<file path="src/rtl/cr_fifo_pf_pkg.sv">
// Package: cr_fifo_pf_pkg
// Shared types and helpers for the cr_fifo read-side prefetcher
// (cr_fifo_rd_prefetch and its ring buffer cr_fifo_pf_buf).
package cr_fifo_pf_pkg;

    localparam int unsigned PF_DATA_W = 71;

    typedef struct packed {
        logic [PF_DATA_W-1:0] data;
        logic                 err;
    } pf_entry_t;

    // Number of bits needed to hold the values 0..n inclusive.
    function automatic int unsigned clog2_cnt(input int unsigned n);
        int unsigned bits;
        bits = 0;
        for (int unsigned i = 0; i < 32; i++) begin
            if ((64'd1 << i) <= 64'(n)) begin
                bits = i + 1;
            end
        end
        return bits;
    endfunction

endpackage

</file>
<file path="src/rtl/cr_fifo_pf_buf.sv">
// Module: cr_fifo_pf_buf
// Flop-based DEPTH-entry ring holding prefetched read words. The head entry
// is presented straight from its storage flops, so rentry is registered.
module cr_fifo_pf_buf
    import cr_fifo_pf_pkg::*;
#(
    parameter int unsigned ENTRY_W = PF_DATA_W,
    parameter int unsigned DEPTH   = 2
) (
    input  logic                          clk,
    input  logic                          rst_n,
    input  logic                          clear,
    input  logic                          push,
    input  logic                          pop,
    input  logic [ENTRY_W-1:0]            wentry,
    output logic [ENTRY_W-1:0]            rentry,
    output logic [clog2_cnt(DEPTH)-1:0]   count
);

    localparam int unsigned PTR_W = (DEPTH > 1) ? $clog2(DEPTH) : 1;
    localparam int unsigned CNT_W = clog2_cnt(DEPTH);

    logic [ENTRY_W-1:0] mem [DEPTH];
    logic [PTR_W-1:0]   head;
    logic [PTR_W-1:0]   tail;
    logic               do_push;
    logic               do_pop;

    // Pointer increment modulo DEPTH (DEPTH need not be a power of two).
    function automatic logic [PTR_W-1:0] ptr_inc(input logic [PTR_W-1:0] p);
        return (p == PTR_W'(DEPTH - 1)) ? '0 : p + 1'b1;
    endfunction

    assign do_push = push & ~clear;
    assign do_pop  = pop & ~clear & (count != '0);
    assign rentry  = mem[head];

    // Entry storage: written at the tail on every accepted push.
    always_ff @(posedge clk or negedge rst_n) begin
        if (!rst_n) begin
            for (int unsigned i = 0; i < DEPTH; i++) begin
                mem[i] <= '0;
            end
        end else if (do_push) begin
            mem[tail] <= wentry;
        end
    end

    // Head/tail pointers and occupancy; clear empties the ring in one cycle.
    always_ff @(posedge clk or negedge rst_n) begin
        if (!rst_n) begin
            head  <= '0;
            tail  <= '0;
            count <= '0;
        end else if (clear) begin
            head  <= '0;
            tail  <= '0;
            count <= '0;
        end else begin
            if (do_push) begin
                tail <= ptr_inc(tail);
            end
            if (do_pop) begin
                head <= ptr_inc(head);
            end
            case ({do_push, do_pop})
                2'b10:   count <= count + CNT_W'(1);
                2'b01:   count <= count - CNT_W'(1);
                default: count <= count;
            endcase
        end
    end

    // Push into a full ring without a same-cycle pop would overwrite the head.
    assert property (@(posedge clk) disable iff (!rst_n)
        !(do_push && !do_pop && (count == CNT_W'(DEPTH))));

    // Pop is only ever requested while the head is valid.
    assert property (@(posedge clk) disable iff (!rst_n)
        !(pop && !clear && (count == '0)));

endmodule

</file>
<file path="src/rtl/cr_fifo_rd_prefetch.sv">
// Module: cr_fifo_rd_prefetch
// Read-side prefetcher for the cr_fifo_wrap2 read port. Issues fifo_ren ahead
// of demand using a credit count (buffered + in-flight words), tracks issued
// reads through an RD_LAT-deep pipe and captures returning words into a
// PF_DEPTH-entry ring that drives a valid/ready output stream.
// Optional feature: define CR_FIFO_PF_ERR_EN to store fifo_ecc_err per entry
// and present it on out_err; otherwise out_err is tied 0.
module cr_fifo_rd_prefetch
    import cr_fifo_pf_pkg::*;
#(
    parameter int unsigned DATA_W   = PF_DATA_W,
    parameter int unsigned RD_LAT   = 1,
    parameter int unsigned PF_DEPTH = 2
) (
    input  logic                            clk,
    input  logic                            rst_n,
    input  logic                            clear,
    input  logic                            fifo_empty,
    output logic                            fifo_ren,
    input  logic [DATA_W-1:0]               fifo_rdata,
    input  logic                            fifo_ecc_err,
    output logic                            out_valid,
    output logic [DATA_W-1:0]               out_data,
    input  logic                            out_ready,
    output logic                            out_err,
    output logic [clog2_cnt(PF_DEPTH)-1:0]  pf_count
);

    generate
        if ((RD_LAT < 1) || (RD_LAT > 3)) begin : g_bad_rd_lat
            $error("cr_fifo_rd_prefetch: RD_LAT must be in 1..3");
        end
        if (PF_DEPTH < RD_LAT + 1) begin : g_bad_pf_depth
            $error("cr_fifo_rd_prefetch: PF_DEPTH must be >= RD_LAT+1");
        end
    endgenerate

    localparam int unsigned CRED_W = clog2_cnt(PF_DEPTH + RD_LAT) + 1;

`ifdef CR_FIFO_PF_ERR_EN
    localparam int unsigned ENTRY_W = DATA_W + 1;
`else
    localparam int unsigned ENTRY_W = DATA_W;
`endif

    logic [RD_LAT-1:0]  rd_pipe;
    logic [CRED_W-1:0]  inflight;
    logic [CRED_W-1:0]  credit_used;
    logic [CRED_W-1:0]  credit_cap;
    logic               pop;
    logic               push;
    logic [ENTRY_W-1:0] wentry;
    logic [ENTRY_W-1:0] rentry;

`ifdef CR_FIFO_PF_ERR_EN
    assign wentry   = {fifo_rdata, fifo_ecc_err};
    assign out_data = rentry[ENTRY_W-1:1];
    assign out_err  = rentry[0];
`else
    logic unused_ecc_err;
    assign unused_ecc_err = fifo_ecc_err;
    assign wentry         = fifo_rdata;
    assign out_data       = rentry;
    assign out_err        = 1'b0;
`endif

    // Count reads issued but not yet returned.
    always_comb begin
        inflight = '0;
        for (int unsigned i = 0; i < RD_LAT; i++) begin
            inflight = inflight + CRED_W'(rd_pipe[i]);
        end
    end

    assign pop       = out_valid & out_ready;
    assign out_valid = (pf_count != '0);

    // (pf_count + inflight - pop) < PF_DEPTH, with pop moved to the right-hand
    // side so the unsigned sum can never wrap below zero.
    assign credit_used = CRED_W'(pf_count) + inflight;
    assign credit_cap  = CRED_W'(PF_DEPTH) + CRED_W'(pop);
    assign fifo_ren    = rst_n & ~fifo_empty & ~clear & (credit_used < credit_cap);

    // Shift pipe of issued reads; the tail marks fifo_rdata valid this cycle.
    always_ff @(posedge clk or negedge rst_n) begin
        if (!rst_n) begin
            rd_pipe <= '0;
        end else if (clear) begin
            rd_pipe <= '0;
        end else begin
            rd_pipe[0] <= fifo_ren;
            for (int unsigned i = 1; i < RD_LAT; i++) begin
                rd_pipe[i] <= rd_pipe[i-1];
            end
        end
    end

    assign push = rd_pipe[RD_LAT-1];

    cr_fifo_pf_buf #(
        .ENTRY_W (ENTRY_W),
        .DEPTH   (PF_DEPTH)
    ) u_buf (
        .clk    (clk),
        .rst_n  (rst_n),
        .clear  (clear),
        .push   (push),
        .pop    (pop),
        .wentry (wentry),
        .rentry (rentry),
        .count  (pf_count)
    );

endmodule

</file>
<file path="config.mk">
export PLATFORM = sky130hd
export DESIGN_NAME = cr_fifo_rd_prefetch
export DESIGN_NICKNAME = d
export VERILOG_FILES = /design/src/rtl/cr_fifo_pf_pkg.sv /design/src/rtl/cr_fifo_pf_buf.sv /design/src/rtl/cr_fifo_rd_prefetch.sv
export SDC_FILE = /design/constraint.sdc
export NUM_CORES = 1
export LEC_CHECK = 0
export CAP_MARGIN = 20
export CORE_UTILIZATION = 46
export DETAILED_ROUTE_END_ITERATION = 10
export GPL_TIMING_DRIVEN = 0
export PLACE_DENSITY = 0.76
export REMOVE_ABC_BUFFERS = 1
export SYNTH_ARGS = -nofsm -noshare
export SYNTH_HDL_FRONTEND = slang
export SYNTH_SLANG_ARGS = --single-unit
</file>
<file path="constraint.sdc">
create_clock -name clk -period 1.42 [get_ports clk]
set_input_delay 0.213 -clock clk [delete_from_list [all_inputs] [get_ports clk]]
set_output_delay 0.213 -clock clk [all_outputs]
set_load 0.03 [all_outputs]
</file>
==> impl_summary.log, run 1 <==
INFO  metric drv_slew = 0
INFO  metric placedInstanceArea = 8760 um^2
INFO  metric final_common_cell = sky130_fd_sc_hd__mux2_4
INFO  metric grt_max_degree = 106
INFO  metric cts_tree = done
INFO  metric area_of_the_die = 15900 um^2
INFO  metric slew-limit-headroom = 64.3%
INFO  metric design.portCount = 153
INFO  metric total_negative_slack_for_setup_checks = -60610 ps
INFO  metric hold_slack = -280 ps
INFO  metric post_synthesis_to_final_layout_area_growth = 45.7%
INFO  metric min-delay-path-class = primary input to async pin
INFO  metric drt.antenna.violating_nets = 0
INFO  metric drt_iter0_markers = 184
INFO  metric synth_top_cell_area_share = 52.0%
INFO  metric drt_first_pass_iters = 4
INFO  metric cts_root_buffer = sky130_fd_sc_hd__clkbuf_16
INFO  metric leakagePower = 4.93 nW
INFO  metric worst_setup_path_start_kind = register
INFO  metric route.vias.total = 4179
INFO  metric clkTransAtPathRegs = 60 ps
INFO  metric final_util = 69.9%
INFO  metric postSynthAreaPerCell = 17.3 um^2
INFO  metric final.setup.worst_slack = -586 ps
INFO  metric cts.path.max_buffers = 2
INFO  metric crit_slowest_cell = sky130_fd_sc_hd__dfrtp_4
INFO  metric die_height = 126 um
INFO  metric arrival = 1790 ps
INFO  metric initial_core_util = 47.9%
INFO  metric n_antenna_cell = 0
INFO  metric yosysTopAreaCell = sky130_fd_sc_hd__dfrtp_1
INFO  metric netlist_area = 7070 um^2
INFO  metric fill_cells = 971
INFO  metric layout_common_cells = sky130_fd_sc_hd__mux2_4, sky130_fd_sc_hd__dfrtp_1, sky130_fd_sc_hd__clkdlybuf4s50_1
INFO  metric failed_checks = hold timing, setup timing
INFO  metric path_max_fanout = 6
INFO  metric final_hold_viol_count = 42
INFO  metric rsz0062_at_grt = yes
INFO  metric antenna_found_initial = 0
INFO  metric endpoints_failing_setup = 209
INFO  metric pwr_density_cell = 1430 nW/um^2
INFO  metric global_route.usage.total = 21.4%
INFO  metric finalCritPeriodShare = 141%
INFO  metric timing.fmax = 499 MHz
INFO  metric synthCells = 410
INFO  metric crit_required = 1210 ps
INFO  metric drv_cap = 0
INFO  metric timing.final.crit_period = 2010 ps
INFO  metric drive_above_1_share = 62.9%
INFO  metric outcome = finished, violations left
INFO  metric critical_path.endpoint_type = output pin
INFO  metric core_region_area = 14800 um^2
INFO  metric replace_congestion = 0.686
INFO  metric grt_pass1_vias = 4861
INFO  metric fp-row-count = 44
INFO  metric peakVddDrop = 0.00101 V
INFO  metric post_synth_num_cell_types = 24
INFO  metric clock_sink_count = 147
INFO  metric postRouteWirelength = 17700 um
INFO  metric hpwlAfterDp = 9330 um
INFO  metric h-tree-depth = 4
INFO  metric finalClockSkew = 5.18 ps
INFO  metric yosysSeqAreaShare = 52.0%
INFO  metric drt-vias-per-instance = 5.15
INFO  metric number_of_nets_at_the_end_of_the_flow = 694
INFO  metric clock_buffer_count_from_cts = 17
INFO  metric post-route-drc-count = 0
INFO  metric width_of_the_die = 126 um
INFO  metric placement.io_buffers = 150
INFO  metric yosysWarningCount = 0
INFO  metric cp_cell_sequence = buf_12 > clkbuf_16 > mux2_2 > buf_6
INFO  metric clock_insertion_delay_worst_skew = 420 ps
INFO  metric slowest_delay = 530 ps
INFO  metric tightestPinTransition = 536 ps
INFO  metric layout.cell_area.non_filler = 10300 um^2
INFO  metric grt_first_pass_wirelength = 25900 um
INFO  metric path_class = register to output pin
INFO  metric ys_top_cells_by_area = sky130_fd_sc_hd__dfrtp_1, sky130_fd_sc_hd__mux2_4, sky130_fd_sc_hd__mux2_2
INFO  metric wl_per_cell = 21.8 um
INFO  metric ys_ff_latch = 147
INFO  metric gr-total-overflow = 0
## where the power goes
group	switching, mW	leakage [nW]	internal, mW
Clock	1.84	0.276	2.60
Sequential	0.505	1.87	5.03
Combinational	2.12	2.79	2.68
## layout make-up
cell class / count / area, um^2 / share of cell area [%]
clock inverters: 15 / 158 / 1.53
flip-flops and latches: 147 / 3690 / 35.8
multi-input cells: 237 / 3220 / 31.2
well taps: 184 / 230 / 2.23
repair buffers: 212 / 2590 / 25.1
clock buffers: 17 / 425 / 4.13
## critical path: cells and delay by family (launching register included)
family / cells / cell delay [ps]
DFF: 1 / 530
buffers and inverters: 3 / 480
muxes: 1 / 360
## state kept, by name, summed over array words and instances, names as in the netlist
name	count
u_buf.mem	142
u_buf.count	2
push	1
u_buf.head	1
u_buf.tail	1
## per-layer routing
metal | vias up | GRT usage, % | routed length [um]
met5 | - | 0 | 0
met3 | 21 | 7.09 | 1050
met4 | 0 | 8.01 | 199
met1 | 2163 | 25.7 | 7640
li1 | 1876 | - | -
met2 | 119 | 35.8 | 8820
## cell usage after synthesis
master,n
sky130_fd_sc_hd__a2111oi_0,1
sky130_fd_sc_hd__a21o_2,1
sky130_fd_sc_hd__a21oi_1,2
sky130_fd_sc_hd__and4b_1,2
sky130_fd_sc_hd__and4b_2,1
sky130_fd_sc_hd__buf_12,7
sky130_fd_sc_hd__buf_2,7
sky130_fd_sc_hd__buf_4,2
sky130_fd_sc_hd__buf_6,9
sky130_fd_sc_hd__clkbuf_1,1
sky130_fd_sc_hd__conb_1,1
sky130_fd_sc_hd__dfrtp_1,147
sky130_fd_sc_hd__ha_1,2
sky130_fd_sc_hd__mux2_2,73
sky130_fd_sc_hd__mux2_4,140
sky130_fd_sc_hd__nand2b_1,1
sky130_fd_sc_hd__nand3_1,1
sky130_fd_sc_hd__nand3b_1,2
sky130_fd_sc_hd__nor2_1,3
sky130_fd_sc_hd__nor3b_2,1
sky130_fd_sc_hd__o21ai_0,3
sky130_fd_sc_hd__or2_2,1
sky130_fd_sc_hd__xnor2_1,1
sky130_fd_sc_hd__xor2_1,1
## logic make-up after synthesis
kind of cell | share of synthesized area [%]
multiplexers | 41.3
XOR/XNOR | 0.248
other | 0.0530
adder cells (fa/ha/maj) | 0.354
AO/OA/AOI/OAI | 0.601
flip-flops | 52.0
buffers and inverters | 4.17
AND/OR/NAND/NOR | 1.24
## path summary, 6_finish.rpt
check | slack [ps] | cells past startpoint | end | startpoint
max in group asynchronous | 810 | 2 | u_buf.head | rst_n
worst min-delay path | -280 | 1 | u_buf.mem[72] | rst_n
worst min register to register | 510 | 1 | u_buf.mem[36] | u_buf.mem[36]
worst max-delay path | -590 | 4 | out_data[48] | u_buf.head
min in group clk | 210 | 2 | u_buf.count[1] | clear
worst max register to register | -270 | 6 | u_buf.mem[100] | push
## through the flow
| stage | power, mW | setup slack (ps) | instances |
|---|---|---|---|
| after floorplan | 8.40 | -4120 | 384 |
| after global placement | 9.99 | -6380 | 718 |
| after detailed placement | 10.1 | -943 | 732 |
| after CTS | 14.6 | -588 | 798 |
| after global routing | 15.4 | -633 | 812 |
| final | 14.8 | -586 | 812 |
## repair_timing
item,in CTS,in global routing
gates cloned,5,11
pin swaps,3,2
resized for setup,408,130
endpoints found under the hold margin,42,42
setup buffers,29,13
endpoints found under the setup margin,215,218
Note: power is estimated with default switching activity, not from simulation.
==> run 2: changes to the inputs <==
--- a/config.mk
+++ b/config.mk
@@ -11,6 +11,7 @@
 export GPL_TIMING_DRIVEN = 0
 export PLACE_DENSITY = 0.76
 export REMOVE_ABC_BUFFERS = 1
+export SLEW_MARGIN = 25
 export SYNTH_ARGS = -nofsm -noshare
 export SYNTH_HDL_FRONTEND = slang
 export SYNTH_SLANG_ARGS = --single-unit
==> run 2 against run 1 <==
Effect of this change: the flow still finishes with violations (hold timing, setup timing); sequential share of layout area decreased by 0.81 points; flip-flop and latch count unchanged; wire length decreased by 1.4%; count of clock-buffer cells in the layout increased by 6; non-clock buffer count increased by 13; sequential power about the same; cell count increased by 1.5%; clock skew increased by 3.3 ps; worst hold slack improved by 12 ps; cell area increased by 2.3%; first-iteration DRC count decreased by 33%; fmax increased by 4.3%; critical path type unchanged; largest power group unchanged.
==> impl_summary.log, run 2 (synthesis results as in run 1) <==
INFO  metric worstRegToRegCells = 8 (+2)
INFO  metric number_of_nets_at_the_end_of_the_flow = 707 (+1.9%)
INFO  metric drt-vias-per-instance = 5.19 (+0.83%)
INFO  metric layout.cell_area.non_filler = 10500 um^2 (+2.3%)
INFO  metric leakagePower = 5.06 nW (+2.5%)
INFO  metric placement.io_buffers = 150 (unchanged)
INFO  metric drv_cap = 0 (unchanged)
INFO  metric power.combinational.fraction = 31.9% (-0.6 points)
INFO  metric reg2reg_slack = -290 ps (-20 ps)
INFO  metric drt_first_pass_iters = 4 (unchanged)
INFO  metric cts.path.max_buffers = 2 (unchanged)
INFO  metric pwr_density_cell = 1450 nW/um^2 (+1.5%)
INFO  metric width_of_the_die = 126 um (unchanged)
INFO  metric post-route-drc-count = 0 (unchanged)
INFO  metric intPower = 11.0 mW (+6.5%)
INFO  metric finalClockSkew = 8.50 ps (+3.32 ps)
INFO  metric arrival = 1710 ps (-80 ps)
INFO  metric drt.antenna.violating_nets = 0 (unchanged)
INFO  metric initial_core_util = 47.9% (unchanged)
INFO  metric crit_end = out_data[69]
INFO  metric drv_slew = 0 (unchanged)
INFO  metric slowest_delay = 530 ps (about the same)
INFO  metric grt_first_pass_wirelength = 27700 um (+6.9%)
INFO  metric cts_tree = done
INFO  metric failed_checks = hold timing, setup timing
INFO  metric clock_buffer_count_from_cts = 17 (unchanged)
INFO  metric peakVddDrop = 0.00125 V (+24%)
INFO  metric max_reg_flops = 142 (unchanged)
INFO  metric clock_sink_count = 147 (unchanged)
INFO  metric endpoints_failing_setup = 208 (-0.48%)
INFO  metric rr_startpoint = push
INFO  metric cp_cell_sequence = buf_12 > buf_16 > mux2_2 > buf_6
INFO  metric timing.final.crit_period = 1920 ps (-83.5 ps)
INFO  metric grt_max_degree = 91 (-14%)
INFO  metric hold_slack = -267 ps (+12.4 ps)
INFO  metric path_class = register to output pin
INFO  metric placedInstanceArea = 8790 um^2 (+0.34%)
INFO  metric drt_iter0_markers = 124 (-33%)
INFO  metric antenna_found_initial = 0 (unchanged)
INFO  metric route.vias.total = 4276 (+2.3%)
INFO  metric grt_pass1_vias = 5009 (+3.0%)
INFO  metric wl_per_cell = 21.2 um (-2.8%)
INFO  metric hpwlAfterDp = 9410 um (+0.86%)
INFO  metric reg_top3 = u_buf.mem x142, u_buf.count x2
INFO  metric layout_common_cells = sky130_fd_sc_hd__mux2_4, sky130_fd_sc_hd__dfrtp_1, sky130_fd_sc_hd__buf_6
INFO  metric path_max_fanout = 12 (+6)
INFO  metric clkTransAtPathRegs = 60 ps (about the same)
INFO  metric timing.fmax = 520 MHz (+4.3%)
INFO  metric n_antenna_cell = 0 (unchanged)
INFO  metric timing.rr.end = u_buf.mem[55]
INFO  metric worst_setup_path_startpoint = u_buf.head
INFO  metric cts_root_buffer = sky130_fd_sc_hd__clkbuf_16
INFO  metric area_of_the_die = 15900 um^2 (unchanged)
INFO  metric core_region_area = 14800 um^2 (unchanged)
INFO  metric top_register = u_buf.mem
INFO  metric replace_congestion = 0.686 (unchanged)
INFO  metric critical_path.endpoint_type = output pin
INFO  metric crit_required = 1210 ps (about the same)
INFO  metric pwr-share-clk = 32.1% (+2.1 points)
INFO  metric finalCritPeriodShare = 135% (-5.9 points)
INFO  metric outcome = finished, violations left
INFO  metric crit_slowest_cell = sky130_fd_sc_hd__dfrtp_4
INFO  metric min-delay-path-class = primary input to async pin
INFO  metric worst_setup_path_start_kind = register
INFO  metric postRouteWirelength = 17500 um (-1.4%)
INFO  metric power.share.sequential = 36.0% (-1.5 points)
INFO  metric rsz0062_at_grt = yes
INFO  metric design.portCount = 153 (unchanged)
INFO  metric h-tree-depth = 4 (unchanged)
INFO  metric gr-total-overflow = 0 (unchanged)
INFO  metric die_height = 126 um (unchanged)
INFO  metric switching_share = 28.4% (-1.8 points)
INFO  metric post_synthesis_to_final_layout_area_growth = 49.1%
INFO  metric drive_above_1_share = 64.1% (+1.2 points)
INFO  metric final_hold_viol_count = 57 (+36%)
INFO  metric fp-row-count = 44 (unchanged)
INFO  metric global_route.usage.total = 23.0% (+1.6 points)
INFO  metric netSwitchingPower = 4.36 mW (-2.3%)
INFO  metric clock_insertion_delay_worst_skew = 410 ps (about the same)
INFO  metric final.setup.worst_slack = -502 ps (+83.5 ps)
run 2: power by group through the flow:
stage	Sequential, mW	Clock [mW]	Combinational, mW
after floorplan	5.40	0	3.00
after detailed placement	5.55	0	4.55
final	5.52	4.92	4.89
after global placement	5.51	0	4.49
after global routing	5.61	5.19	5.14
after CTS	5.49	4.99	4.62
run 2: worst max-delay path, delay by kind of cell (launching register included):
family / cells / cell delay, ps
flip-flops: 1 / 530
buffers and inverters: 3 / 450
multiplexers: 1 / 300
run 2: layout make-up:
type | count | area (um^2)
flip-flops and latches | 147 | 3690
clock inverters | 8 | 146
multi-input cells | 237 | 3180
clock buffers | 23 | 508
well taps | 184 | 230
fillers | 956 | 4210
repair buffers | 225 | 2800
run 2: worst min path at each step:
stage | startpoint | endpoint | slack (ps) | depth (start not counted)
6_report | rst_n | u_buf.mem[12] | -270 | 1
5_1_grt | rst_n | u_buf.mem[12] | -240 | 1
4_1_cts | rst_n | u_buf.mem[12] | -260 | 1
3_5_place_dp | rst_n | u_buf.mem[131] | 180 | 1
3_3_place_gp | u_buf.mem[9] | u_buf.mem[9] | 480 | 1
2_1_floorplan | rst_n | push | -80 | 0
run 2: per-layer routing:
layer	part of all wire, %	GRT usage [%]
met5	0	0
met1	43	28.3
met2	50	39.2
met4	1.3	7.02
met3	5.4	6.41
run 2: per-stage QoR:
stage / TNS [ps] / power, mW / util (%) / worst slack (ps) / instances
6_report: -54760 / 15.3 / 71.5 / -502 / 824
5_1_grt: -62850 / 15.9 / 71.5 / -533 / 824
4_1_cts: -67270 / 15.1 / 70.3 / -577 / 823
3_5_place_dp: -170230 / 10.1 / 59.6 / -1080 / 736
3_3_place_gp: -1770350 / 9.99 / 57.7 / -6380 / 718
2_1_floorplan: -560710 / 8.40 / - / -4120 / 384
run 2: repair_timing:
action                                  4_1_cts  5_1_grt
gates cloned                                 11        2
buffers inserted                             45       14
hold endpoints to repair                     57       57
resized for setup                           524      111
pin swaps                                     3        3
endpoints found under the setup margin      217      218
